==> config.mk <==
export PLATFORM = sky130hd
export DESIGN_NAME = mem_loader_flat
export DESIGN_NICKNAME = d
export VERILOG_FILES = /design/src/rtl/mem_loader_if.sv /design/src/rtl/mem_loader.sv /design/src/flat_wrapper.sv
export SDC_FILE = /design/constraint.sdc
export NUM_CORES = 1
export LEC_CHECK = 0
export ABC_CLOCK_PERIOD_IN_PS = 2950
export BUFFER_PORTS_ARGS = -buffer_cell sky130_fd_sc_hd__buf_2
export CAP_MARGIN = 25
export CORE_ASPECT_RATIO = 1.5
export CORE_MARGIN = 1
export CORE_UTILIZATION = 51
export CTS_CLUSTER_SIZE = 40
export DETAILED_ROUTE_END_ITERATION = 6
export HOLD_SLACK_MARGIN = 0.06
export PLACE_DENSITY = 0.73
export RECOVER_POWER = 100
export SYNTH_ARGS = -nofsm -noshare
export SYNTH_HDL_FRONTEND = slang
export SYNTH_SLANG_ARGS = --single-unit
==> constraint.sdc <==
create_clock -name clock -period 2.95 [get_ports clock]
set_clock_uncertainty 0.2 [all_clocks]
set_input_delay 0.295 -clock clock [delete_from_list [all_inputs] [get_ports clock]]
set_output_delay 0.295 -clock clock [all_outputs]
set_load 0.02 [all_outputs]
==> src/rtl/mem_loader_if.sv <==
// Byte-stream handshake between a program source and mem_loader.
// master drives rx_valid/rx_data; slave returns rx_ready.
interface mem_loader_if;
  logic       rx_valid;
  logic [7:0] rx_data;
  logic       rx_ready;

  modport master (
    output rx_valid,
    output rx_data,
    input  rx_ready
  );

  modport slave (
    input  rx_valid,
    input  rx_data,
    output rx_ready
  );
endinterface

==> src/rtl/mem_loader.sv <==
// Program loader: 16-bit BE word count, then 4N bytes -> BE RAM words.
// Ports: clock/reset/enable, rx (slave byte stream), RAM address/data/write, busy/done/error/word_count.
module mem_loader #(
  parameter int ADDR_WIDTH = 14,
  parameter int DATA_WIDTH = 32
) (
  input  logic                  clock,
  input  logic                  reset,
  input  logic                  enable,
  mem_loader_if.slave           rx,
  output logic [ADDR_WIDTH-1:0] address,
  output logic [DATA_WIDTH-1:0] data,
  output logic                  write,
  output logic                  busy,
  output logic                  done,
  output logic                  error,
  output logic [ADDR_WIDTH:0]   word_count
);

  typedef enum logic [2:0] {
    IDLE,
    HDR_HI,
    HDR_LO,
    DATA,
    WRITE,
    DONE,
    ERROR
  } state_e;

  localparam int unsigned MAX_N = 1 << ADDR_WIDTH;

  state_e                state_q;
  logic [15:0]           n_q;
  logic [1:0]            idx_q;
  logic [DATA_WIDTH-1:0] word_q;
  logic [ADDR_WIDTH-1:0] addr_q;
  logic [DATA_WIDTH-1:0] data_q;
  logic                  write_q;
  logic                  busy_q;
  logic                  done_q;
  logic                  error_q;
  logic [ADDR_WIDTH:0]   wc_q;

  logic                  rdy;
  logic                  accept;
  logic [15:0]           n_full;
  logic [DATA_WIDTH-1:0] word_nxt;
  logic [ADDR_WIDTH:0]   wc_nxt;
  logic                  last;

  // Ready comes from state only, never from rx_valid.
  assign rdy = (state_q == HDR_HI) |
               (state_q == HDR_LO) |
               (state_q == DATA);

  assign accept   = rx.rx_valid & rdy;
  assign n_full   = {n_q[15:8], rx.rx_data};
  assign word_nxt = {word_q[DATA_WIDTH-9:0], rx.rx_data};
  assign wc_nxt   = wc_q + 1'b1;
  assign last     = 32'(wc_nxt) == 32'(n_q);

  always_ff @(posedge clock) begin
    if (reset) begin
      state_q <= IDLE;
      n_q     <= '0;
      idx_q   <= '0;
      word_q  <= '0;
      addr_q  <= '0;
      data_q  <= '0;
      write_q <= 1'b0;
      busy_q  <= 1'b0;
      done_q  <= 1'b0;
      error_q <= 1'b0;
      wc_q    <= '0;
    end else if (!enable) begin
      // Abort: any partial word is simply dropped.
      state_q <= IDLE;
      idx_q   <= '0;
      write_q <= 1'b0;
      busy_q  <= 1'b0;
      done_q  <= 1'b0;
      error_q <= 1'b0;
    end else begin
      write_q <= 1'b0;
      unique case (state_q)
        IDLE: begin
          state_q <= HDR_HI;
          busy_q  <= 1'b1;
          wc_q    <= '0;
          done_q  <= 1'b0;
          error_q <= 1'b0;
        end
        HDR_HI: begin
          if (accept) begin
            n_q[15:8] <= rx.rx_data;
            state_q   <= HDR_LO;
          end
        end
        HDR_LO: begin
          if (accept) begin
            n_q[7:0] <= rx.rx_data;
            idx_q    <= '0;
            if (n_full == 16'd0) begin
              state_q <= DONE;
              done_q  <= 1'b1;
              busy_q  <= 1'b0;
            end else if (32'(n_full) > MAX_N) begin
              state_q <= ERROR;
              error_q <= 1'b1;
              busy_q  <= 1'b0;
            end else begin
              state_q <= DATA;
            end
          end
        end
        DATA: begin
          if (accept) begin
            word_q <= word_nxt;
            idx_q  <= idx_q + 2'd1;
            if (idx_q == 2'd3) begin
              state_q <= WRITE;
              write_q <= 1'b1;
              addr_q  <= wc_q[ADDR_WIDTH-1:0];
              data_q  <= word_nxt;
            end
          end
        end
        WRITE: begin
          wc_q  <= wc_nxt;
          idx_q <= '0;
          if (last) begin
            state_q <= DONE;
            done_q  <= 1'b1;
            busy_q  <= 1'b0;
          end else begin
            state_q <= DATA;
          end
        end
        DONE, ERROR: begin
        end
        default: state_q <= IDLE;
      endcase
    end
  end

  assign rx.rx_ready = rdy;
  assign address     = addr_q;
  assign data        = data_q;
  assign write       = write_q;
  assign busy        = busy_q;
  assign done        = done_q;
  assign error       = error_q;
  assign word_count  = wc_q;

endmodule

==> src/flat_wrapper.sv <==
// flat-port wrapper written by rule: the top's interface ports become plain ports
module mem_loader_flat 
#(
  parameter int ADDR_WIDTH = 14,
  parameter int DATA_WIDTH = 32
)
  (clock, reset, enable, address, data, write, busy, done, error, word_count, rx_rx_valid, rx_rx_data, rx_rx_ready);
  mem_loader_if rx_i ();
  input  logic clock;
  input  logic reset;
  input  logic enable;
  output logic [ADDR_WIDTH-1:0] address;
  output logic [DATA_WIDTH-1:0] data;
  output logic write;
  output logic busy;
  output logic done;
  output logic error;
  output logic [ADDR_WIDTH:0] word_count;
  input wire logic [$bits(rx_i.rx_valid)-1:0] rx_rx_valid;
  input wire logic [$bits(rx_i.rx_data)-1:0] rx_rx_data;
  output wire logic [$bits(rx_i.rx_ready)-1:0] rx_rx_ready;
  assign rx_i.rx_valid = rx_rx_valid;
  assign rx_i.rx_data = rx_rx_data;
  assign rx_rx_ready = rx_i.rx_ready;
  mem_loader #(.ADDR_WIDTH(ADDR_WIDTH), .DATA_WIDTH(DATA_WIDTH)) u_core (.clock(clock), .reset(reset), .enable(enable), .rx(rx_i), .address(address), .data(data), .write(write), .busy(busy), .done(done), .error(error), .word_count(word_count));
endmodule
# Word level (Yosys, flattened, before mapping)
# Cells that the tools add are included.
# word_totals
output_inout_bits,66
reg_bits,110
elab_cells,84
inputBits,12
# classes
order_cmp,1
n_bitwise,7
reduce_logical,19
muxes,26
n_eq_ne,17
addsub,2
# ops
cell,count
one-hot mux 15 bit (2 select lines),1
2-to-1 mux 3 bit,7
one-hot mux 3 bit (6 select lines),1
equality test 15 x 16 -> 1 bit,1
> comparator 16 x 15 -> 1 bit (second input constant),1
logical NOT 16 bit,1
AND reduction 4 bit,4
adder 15 x 1 -> 15 bit (second input constant),1
AND reduction 3 bit,4
2-to-1 mux 1 bit,11
equality test 3 bit (second input constant),3
inequality test 2 x 1 -> 1 bit (second input constant),4
inequality test 2 bit (second input constant),4
equality test 3 x 2 -> 1 bit (second input constant),2
one-hot mux 1 bit (3 select lines),2
one-hot mux 2 bit (3 select lines),1
nonzero test 3 bit,2
AND reduction 5 bit,1
2-to-1 mux 2 bit,2
inverter 1 bit,4
nonzero test 2 bit,2
OR reduction 2 bit,2
OR reduction 4 bit,1
equality test 3 x 1 -> 1 bit (second input constant),1
8 further kinds,9

# Logic depth before layout (Yosys ltp)
# Gate-level depths: netlist of the first run.
# logic_depth
depth_word,6
depth_mapped,8
depth_no_buf,7

# Worst setup path before layout of the first run
# No wires, ideal clock.
# synth_timing
path_kind,register to register
start,"register u_core.wc_q[1], in the netlist u_core.word_count[1]"
end,register u_core.state_q[1]
arrival_time_ps,2140
slack_ps,490
setup_ps,120
path_buffers,1
t_required_ps,2630
stages_incl_launch_ff,9
period_less_slack_ps,2460
cell_sequence,dfxtp_1 -> ha_1 -> and3_1 -> clkbuf_1 -> a21oi_1 -> nand4b_1 -> a2111oi_4 -> nand4_2 -> o31a_1
# synth_via
elab_chain_cells,4
# synth_lines
item,line_no,rtl
start: declaration,mem_loader.sv:42,logic [ADDR_WIDTH:0] wc_q;
start signal: assignment,mem_loader.sv:129,wc_q <= wc_nxt;
adder 15 x 1 -> 15 bit,mem_loader.sv:59,assign wc_nxt = wc_q + 1'b1;
equality test 15 x 16 -> 1 bit,mem_loader.sv:60,assign last = 32'(wc_nxt) == 32'(n_q);
2-to-1 mux 3 bit,mem_loader.sv:131,if (last) begin
one-hot mux 3 bit (6 select lines),mem_loader.sv:85,unique case (state_q)
end signal: assignment,mem_loader.sv:64,state_q <= IDLE;
end signal: assignment,mem_loader.sv:87,state_q <= HDR_HI;
end signal: assignment,mem_loader.sv:132,state_q <= DONE;
end: declaration,mem_loader.sv:32,state_e state_q;
# No other way between the ends.
# A chain may end at the register's enable or synchronous reset.

# Worst setup path after layout of the first run
# layout_timing
start,"register u_core.wc_q[0], in the netlist u_core.word_count[0]"
end,register u_core.state_q[1]
# Same word-level chain as after synthesis.

==> results of run 1 <==
==> report_power, final <==
group / total, µW / switching [µW] / internal [µW]
Combinational: 119 / 78.7 / 39.8
Sequential: 1500 / 9.90 / 1490
Clock: 1130 / 551 / 577
Total: 2750 / 639 / 2110
==> stage by stage <==
step	utilization, %	cells
after CTS	60.4	801
after floorplan	-	627
after global routing	59.4	802
final	59.4	802
after detailed placement	56.9	779
after global placement	56.9	779
==> registers in the layout (all words and copies together), names as in the netlist, 2 cells and up <==
register	flops
u_core.word_q	24
u_core.state_q	3
u_core.address	14
u_core.word_count	15
u_core.data	32
u_core.idx_q	2
u_core.n_q	16
==> worst paths after layout <==
check / from / to / slack (ns)
worst max register to register: u_core.word_count[0]$_SDFFE_PP0P_ / u_core.state_q[1]$_SDFFE_PP0P_ / 0.26
worst min register to register: u_core.address[5]$_SDFFE_PP0P_ / u_core.address[5]$_SDFFE_PP0P_ / 0.25
worst max-delay path: u_core.word_count[0]$_SDFFE_PP0P_ / u_core.state_q[1]$_SDFFE_PP0P_ / 0.26
worst min-delay path: rx_rx_data[0] / u_core.data[0]$_SDFFE_PP0P_ / 0.08
==> critical path, cell delays in order, from the launching register on <==
cell and delay, ns:
dfxtp_1 0.49, ha_1 0.31, nand3_1 0.19, or4_1 0.64, a21oi_1 0.17, nand4_1 0.23
o31a_1 0.36
==> logic make-up after synthesis <==
family	after synthesis	share of synthesized area [%]
flops	110	45.8
buf+inv	56	4.66
compound gates	155	18.5
mux	9	1.90
fa+ha+maj	2	0.521
simple gates	279	25.3
xor+xnor	16	3.31
==> synth_stat cells (all sizes together) (3+ instances only) <==
master and instances:
nand2 166, dfxtp 110, a21oi 101, nor2 42, clkbuf 36, o21ai 21, nor3 17, nand3 15
xnor2 13, buf 12, a21o 9, mux2i 8, inv 7, nand4 7, nand2b 6, nor2b 5
nor4 5, and3 4, a31oi 3, and2 3, xor2 3
==> final cells by class <==
cell class | count | area, µm²
sequential | 110 | 2200
fill | 894 | 3740
clock inverter | 5 | 35.0
inverter | 8 | 30.0
multi-input combinational | 461 | 2370
tap | 112 | 140
timing repair buffer | 95 | 448
clock buffer | 11 | 233
==> routing by layer <==
metal / share of wire (%) / track usage (%) / vias up
met5: 0 / 0 / -
met4: 3.1 / 12.8 / 0
met3: 4.4 / 5.86 / 27
met2: 52 / 45.7 / 127
met1: 40 / 30.3 / 2123
li1: - / - / 2231
==> results.md, run 1 <==
- Synth Register Bits: 110
- Die Y: 121 µm
- Clock Latency Late Sink: 0.35 ns
- Post-DR wirelength/cell: 15.5 µm
- Period utilisation layout: 91.1%
- Initial antenna violation count: 0
- Hpwl dp: 8600 µm
- Global-route wire length before repair: 20000 µm
- Synth unique cells: 52
- Syn Area/Cell: 7.66 µm²
- Setup Viol. Count Final: 0
- Final instance area: 5460 µm²
- Most frequent cells in the layout: nand2_1 (166), dfxtp_1 (110), a21oi_1 (101)
- IO buf count: 77
- CTS Hold Buffers Added: 6
- Resized cells post-CTS: 0
- Starting DRC count in detailed routing: 281
- Synth area leaders: dfxtp_1 (46%), nand2_1 (13%), a21oi_1 (11%), nor2_1 (3.3%), clkbuf_1 (2.7%)
- Ys Warns: 0
- CTS tree: yes
- CP Max Fanout: 9
- Post-CTS setup buffers: 0
- Most common cell after layout, fill and taps aside: nand2_1
- Vias in the first global route: 4252
- Post-route ant nets: 0
- Total Power: 2750 µW
- Clock buffer depth: 2
- Outcome: finished, final reports clean
- Inserted Diodes: 0
- PwrDens: 503 nW/µm²
- Num CTS Buffers: 9
- Num ports: 78
- Total negative slack: 0 ns
- Synth Flop Type: dfxtp_1
- Async set-reset flop share out of synthesis: 0%
- Pre-CTS setup slack: between 0.3 and 0.4 ns
- Max Clk Rate: 0.372 GHz
- GR Util All Layers: 26.6%
- H-tree levels: 3
- Fin crit period: 2.69 ns
- Critical Path RT: approximately 3 ns
- Setup crit start kind: flip-flop
- Number of synthesized flops with an enable pin: 0
- Num rows: 43
- Unrepaired setup endpoints after global routing: false
- WL final: 12400 µm
- Share of cells above drive strength 1: 5.80%
- Slew margin rel.: 45.9%
- Area delta synth->final: 13.6%
- Worst min path class: in2reg
- Vias/cell: 5.62
- Max IR drop VDD: 0.000357 V
- Core box area: 9200 µm²
- Area of the mapped netlist: 4810 µm²
- Post-Synthesis Cells: 627
- Area leader, netlist: dfxtp_1
- Clock transition at path regs: 0.07 ns
- Grt total ovfl: 0
- RD Place Congestion: 0.875
- Critical path endpoint category: flip-flop
- Hold_ws: 0.0799 ns
- DIE AREA: 9820 µm²
- Post-detailed-route DRC marker count: 0
- Worst setup margin: 0.262 ns
- Worst Max-Slew Pin Slew: 0.812 ns
- P_leak: 0.00182 µW
- Share of the synthesized area in the top cell type: 45.8%
- Initial core utilization: 52.2%
- Placed instance area: 5230 µm²
- CTS root buf: clkbuf_16
- Vias: 4508
- Reg2reg path depth: 6
- Fin. max-slew vios: 0
- Total iterations of the first detailed-routing run: 4
- Hold Path Cell Cnt: 3
- Crit Path Category: reg2reg
- Seq/Total Area, Yosys: between 40% and 50%
- Final hold violations: 0
- Final nets: 699
- Worst EP arrival: 2.73 ns
- Die outline width: a little over 80 µm
- Max-Cap Viols: 0
- Largest net degree at the start of global routing: 84
- Synthesized Nets: 641
- Clk sinks: 110
(Power assumes the default switching activity.)
==> inputs of run 2 (changes only) <==
--- a/config.mk
+++ b/config.mk
@@ -9,7 +9,7 @@
 export BUFFER_PORTS_ARGS = -buffer_cell sky130_fd_sc_hd__buf_2
 export CAP_MARGIN = 25
 export CORE_ASPECT_RATIO = 1.5
-export CORE_MARGIN = 1
+export CORE_MARGIN = 3
 export CORE_UTILIZATION = 51
 export CTS_CLUSTER_SIZE = 40
 export DETAILED_ROUTE_END_ITERATION = 6
==> run 2 against run 1 <==
Against the previous run:
- sequential share of layout area is 0.29 points lower
- final cell count is 0.37% lower
- highest routed layer unchanged
- largest power group unchanged
- register-to-register slack better by 0.03 ns
- core utilization is 1.9 points higher
- maximum frequency is 1.2% higher
- critical path type unchanged
- total power is 6.0% higher
==> results.md, run 2 (synthesis results as in run 1) <==
- Core Util, Final: 61.2%
- Post-CTS setup buffers: 0
- CP Max Fanout: 9
- Num rows: 42
- Total iterations of the first detailed-routing run: 6
- Starting DRC count in detailed routing: 262
- Critical Path Slowest Stage Cell: or4_1
- Hold path startpoint: rx_rx_data[6]
- Max Clk Rate: between 0.3 and 0.4 GHz
- Finished Layout Cells: 799
- Critical Path RT: between 2 and 3 ns
- Largest net degree at the start of global routing: 84
- Slew margin rel.: roughly 46%
- Clk sinks: 110
- Post-DR wirelength/cell: approximately 15 µm
- Clock transition at path regs: around 0.070 ns
- RD Place Congestion: 0.903
- DIE AREA: 10600 µm²
- Final nets: 698
- Setup crit start kind: flip-flop
- Crit Path Category: reg2reg
- Total negative slack: 0 ns
- Storage element area: approximately 2200 µm²
- Clock buffer depth: 2
- Placed instance area: 5230 µm²
- Critical path startpoint: u_core.word_count[0]$_SDFFE_PP0P_
- Resized cells post-CTS: 0
- Num ports: 78
- Worst min path class: in2reg
- Clock Latency Late Sink: 0.34 ns
- Outcome: finished, final reports clean
- Period utilisation layout: roughly nine tenths
- Max IR drop VDD: 0.000451 V
- CTS tree: yes
- H-tree levels: 3
- IO buf count: 77
- Multi-input logic area: between 2000 and 2500 µm²
- Delay of the slowest cell on the worst path: 0.63 ns
- WL final: about 12000 µm
- Worst Max-Slew Pin Slew: 0.803 ns
- Area delta synth->final: 14.5%
- Hpwl dp: 8540 µm
- Fin crit period: 2.66 ns
- Inserted Diodes: 0
- Post-route ant nets: 0
- Critical path endpoint category: flip-flop
- Setup Viol. Count Final: 0
- Share of cells above drive strength 1: 5.95%
- Vias/cell: about 5.7
- Fin. max-slew vios: 0
- CTS root buf: clkbuf_16
- Initial antenna violation count: 0
- Die outline width: 85.3 µm
- Final instance area: 5500 µm²
- # fillers: 869
- Core box area: around 9000 µm²
- P_leak: 0.00184 µW
- Worst EP arrival: 2.69 ns
- Grt total ovfl: 0
- Global-route wire length before repair: 20500 µm
- Critical R2R Launch: u_core.word_count[0]$_SDFFE_PP0P_
- Placed cells: 777
- Most frequent cells in the layout: nand2_1 (166), dfxtp_1 (110), a21oi_1 (101)
- Vias in the first global route: 4290
- Die Y: 125 µm
- Largest register FFs: 32
- Initial core utilization: a little over half
- CP cell instances: ha_1, nand3_1, or4_1, a21oi_1, nand4_1, o31a_1
- PwrDens: 529 nW/µm²
- Most common cell after layout, fill and taps aside: nand2_1
- Max-Cap Viols: 0
- GR Util All Layers: 23.7%
- Vias: 4565
- Num CTS Buffers: 9
- Unrepaired setup endpoints after global routing: false
- Post-detailed-route DRC marker count: 0
- CTS Hold Buffers Added: 6
- Total Power: 2910 µW
- Final hold violations: 0
-- run 2: cell count changes in the layout (fill, tap and decap cells not counted) --
cell | previous run | this run
dlygate4sd3_1 | 7 | 6
inv_8 | 1 | 0
bufinv_16 | 0 | 2
clkbuf_1 | 72 | 71
clkinv_2 | 3 | 1
inv_6 | 0 | 2
-- run 2: path summary, 6_finish.rpt --
check	end	slack, ns	cells past startpoint
max	u_core.state_q[1]$_SDFFE_PP0P_	0.29	6
max reg2reg	u_core.state_q[1]$_SDFFE_PP0P_	0.29	6
min reg2reg	u_core.data[27]$_SDFFE_PP0P_	0.25	2
min	u_core.word_q[6]$_SDFFE_PP0P_	0.06	3
-- run 2: routing by layer --
layer / global-route usage (%) / wire length (µm) / up-vias
met2: 41.5 / 6520 / 160
met1: 27.8 / 4830 / 2146
met3: 3.64 / 677 / 28
li1: - / - / 2231
met5: 0 / 0 / -
met4: 10.5 / 332 / 0
-- run 2: worst max-delay path, delay by kind of cell, from the launching register on --
family | cells | cell delay, ns
AO/OA/AOI/OAI | 2 | 0.51
adder cells (fa/ha/maj) | 1 | 0.32
flip-flops | 1 | 0.49
AND/OR/NAND/NOR | 3 | 1.04
-- run 2: cell type report --
class / instances / share of cell area (%)
Clock buffer: 10 / 4.16
Clock inverter: 6 / 1.66
Inverter: 8 / 0.546
Multi-Input combinational cell: 461 / 43.1
Sequential cell: 110 / 40.0
Tap cell: 110 / 2.50
Timing Repair Buffer: 94 / 7.96
-- run 2: metrics by stage --
step	worst slack (ns)	hold WS, ns
after floorplan	0.490	0.231
after global routing	0.116	0.0714
after global placement	0.478	0.238
final	0.293	0.0644
after CTS	0.331	0.0617
after detailed placement	0.355	0.244
-- run 2: power breakdown --
group          switching (µW)  leakage (µW)  internal (µW)
Sequential               10.0      0.000886           1490
Clock                     544      0.000157            751
Combinational            77.0      0.000797           39.0
==> inputs of run 3 (changes only) <==
--- a/config.mk
+++ b/config.mk
@@ -6,15 +6,15 @@
 export NUM_CORES = 1
 export LEC_CHECK = 0
 export ABC_CLOCK_PERIOD_IN_PS = 2950
-export BUFFER_PORTS_ARGS = -buffer_cell sky130_fd_sc_hd__buf_2
 export CAP_MARGIN = 25
 export CORE_ASPECT_RATIO = 1.5
 export CORE_MARGIN = 3
-export CORE_UTILIZATION = 51
+export CORE_UTILIZATION = 63
 export CTS_CLUSTER_SIZE = 40
 export DETAILED_ROUTE_END_ITERATION = 6
+export DONT_BUFFER_PORTS = 1
 export HOLD_SLACK_MARGIN = 0.06
-export PLACE_DENSITY = 0.73
+export PLACE_DENSITY = 0.79
 export RECOVER_POWER = 100
 export SYNTH_ARGS = -nofsm -noshare
 export SYNTH_HDL_FRONTEND = slang
==> run 3 against run 2 <==
Against the previous run:
- flip-flop and latch count did not move
- largest cell class unchanged
- combinational power barely moved
- count of clock-buffer cells in the layout grew 3
- critical path depth stayed put
- non-clock buffer count fell by 62
- first-iteration DRC count grew 50%
==> results.md, run 3 (synthesis results as in run 1) <==
- Inserted Diodes: 0
- Hpwl dp: roughly 8300 µm
- Critical path startpoint: u_core.word_count[2]$_SDFFE_PP0P_
- Setup crit start kind: flip-flop
- H-tree levels: 3
- DIE AREA: 8730 µm²
- Clock buffer depth: 2
- Vias: roughly 4.3k
- WL final: 12300 µm
- Critical path endpoint category: flip-flop
- Core Util, Final: between 70% and 80%
- Slew margin rel.: 57.3%
- GR Util All Layers: 28.2%
- Core box area: 7320 µm²
- Clock Latency Late Sink: 0.37 ns
- Post-detailed-route DRC marker count: 0
- Critical R2R Launch: u_core.word_count[2]$_SDFFE_PP0P_
- P_leak: 0.00171 µW
- Num ports: 78
- Worst Max-Slew Pin Slew: 0.640 ns
- Setup Viol. Count Final: 0
- Post-route ant nets: 0
- Reg2reg end: u_core.state_q[1]$_SDFFE_PP0P_
- Total Power: 2560 µW
- R2r setup slk: 0.35 ns
- Fin. max-slew vios: 0
- RD Place Congestion: 0.985
- Clk sinks: 110
- Max-Cap Viols: 0
- Final hold violations: 0
- Die Y: 113 µm
- Hold Path Cell Cnt: 2
- Total iterations of the first detailed-routing run: 5
- CP Max Fanout: 12
- Most frequent cells in the layout: nand2_1 (166), dfxtp_1 (110), a21oi_1 (101)
- Clock transition at path regs: ~0.1 ns
- Delay of the slowest cell on the worst path: 0.63 ns
- IO buf count: 0
- Total negative slack: 0 ns
- Reg2reg path depth: 6
- Vias in the first global route: 4067
- Initial antenna violation count: 0
- Crit Path Category: reg2reg
- Outcome: finished, final reports clean
- Critical Path Slowest Stage Cell: dfxtp_1
- Largest net degree at the start of global routing: 104
- Die outline width: 77.3 µm
- Most common cell after layout, fill and taps aside: nand2_1
- Num CTS Buffers: 9
- CTS tree: yes
- Post-DR wirelength/cell: 16.9 µm
- Max IR drop VDD: ~0.00037 V
- Unrepaired setup endpoints after global routing: false
- Area delta synth->final: 7.99%
- Grt total ovfl: 0
- Share of cells above drive strength 1: 4.94%
- CP cell instances: and4_1, nand2_1, or3_4, a2111oi_4, nand4_1, o31a_1
- Post-CTS setup buffers: 0
- Hold path startpoint: enable
- Final instance area: 5190 µm²
- Global-route wire length before repair: 19600 µm
- CTS root buf: clkbuf_8
- Worst min path class: in2reg
- Fin crit period: ~2.6 ns
- Worst EP arrival: 2.65 ns
- Initial core utilization: 65.6%
- Vias/cell: 5.95
- Largest register FFs: 32
- Starting DRC count in detailed routing: 393
- Worst Hold End: u_core.error$_SDFFE_PP0P_
- Critical Path RT: 3.01 ns
- Max Clk Rate: 0.385 GHz
- Period utilisation layout: between 80% and 90%
- Placed instance area: 4920 µm²
- PwrDens: 494 nW/µm²
- Final nets: 636
- Num rows: 38
run 3: critical path, delay by kind of cell (launching register included):
kind,cells,cell delay [ns]
compound gates,2,0.65
flops,1,0.63
simple gates,4,1.01
run 3: area by class of cell:
class                   count  area [µm²]
repair buffers             32         243
multi-input cells         461        2370
well taps                 100         125
clock inverters             3        47.5
flip-flops and latches    110        2200
fillers                   636        2130
clock buffers              13         169
inverters                   8        30.0
run 3: worst max-delay path by stage:
stage	endpoint	slack, ns
final	u_core.state_q[1]$_SDFFE_PP0P_	0.35
after CTS	u_core.state_q[1]$_SDFFE_PP0P_	0.39
after global placement	u_core.state_q[1]$_SDFFE_PP0P_	0.46
after global routing	u_core.data[5]$_SDFFE_PP0P_	0.20
after detailed placement	u_core.state_q[1]$_SDFFE_PP0P_	0.41
after floorplan	u_core.state_q[1]$_SDFFE_PP0P_	0.49
run 3: power by group:
part,internal (µW),switching [µW]
logic,40.1,73.7
registers,1490,8.56
clock network,469,484
total,2000,566
run 3: layer usage:
layer	GRT usage (%)	up-vias	share of wire [%]
li1	-	2106	-
met1	31.4	2022	38
met2	50.5	172	52
met3	5.25	27	6.7
met4	14.3	0	3.2
met5	0	-	0
run 3: repair_timing:
action / 4_1_cts / 5_1_grt
hold buffers: 11 / 0
endpoints found under the hold margin: 105 / 0
gates resized for setup: 0 / 0
run 3: through the flow:
stage | setup slack, ns | instances | hold slack (ns)
5_1_grt | 0.197 | 727 | 0.0887
4_1_cts | 0.391 | 727 | 0.0644
3_5_place_dp | 0.406 | 700 | 0.174
3_3_place_gp | 0.459 | 700 | 0.174
6_report | 0.354 | 727 | 0.0950
2_1_floorplan | 0.490 | 627 | 0.231
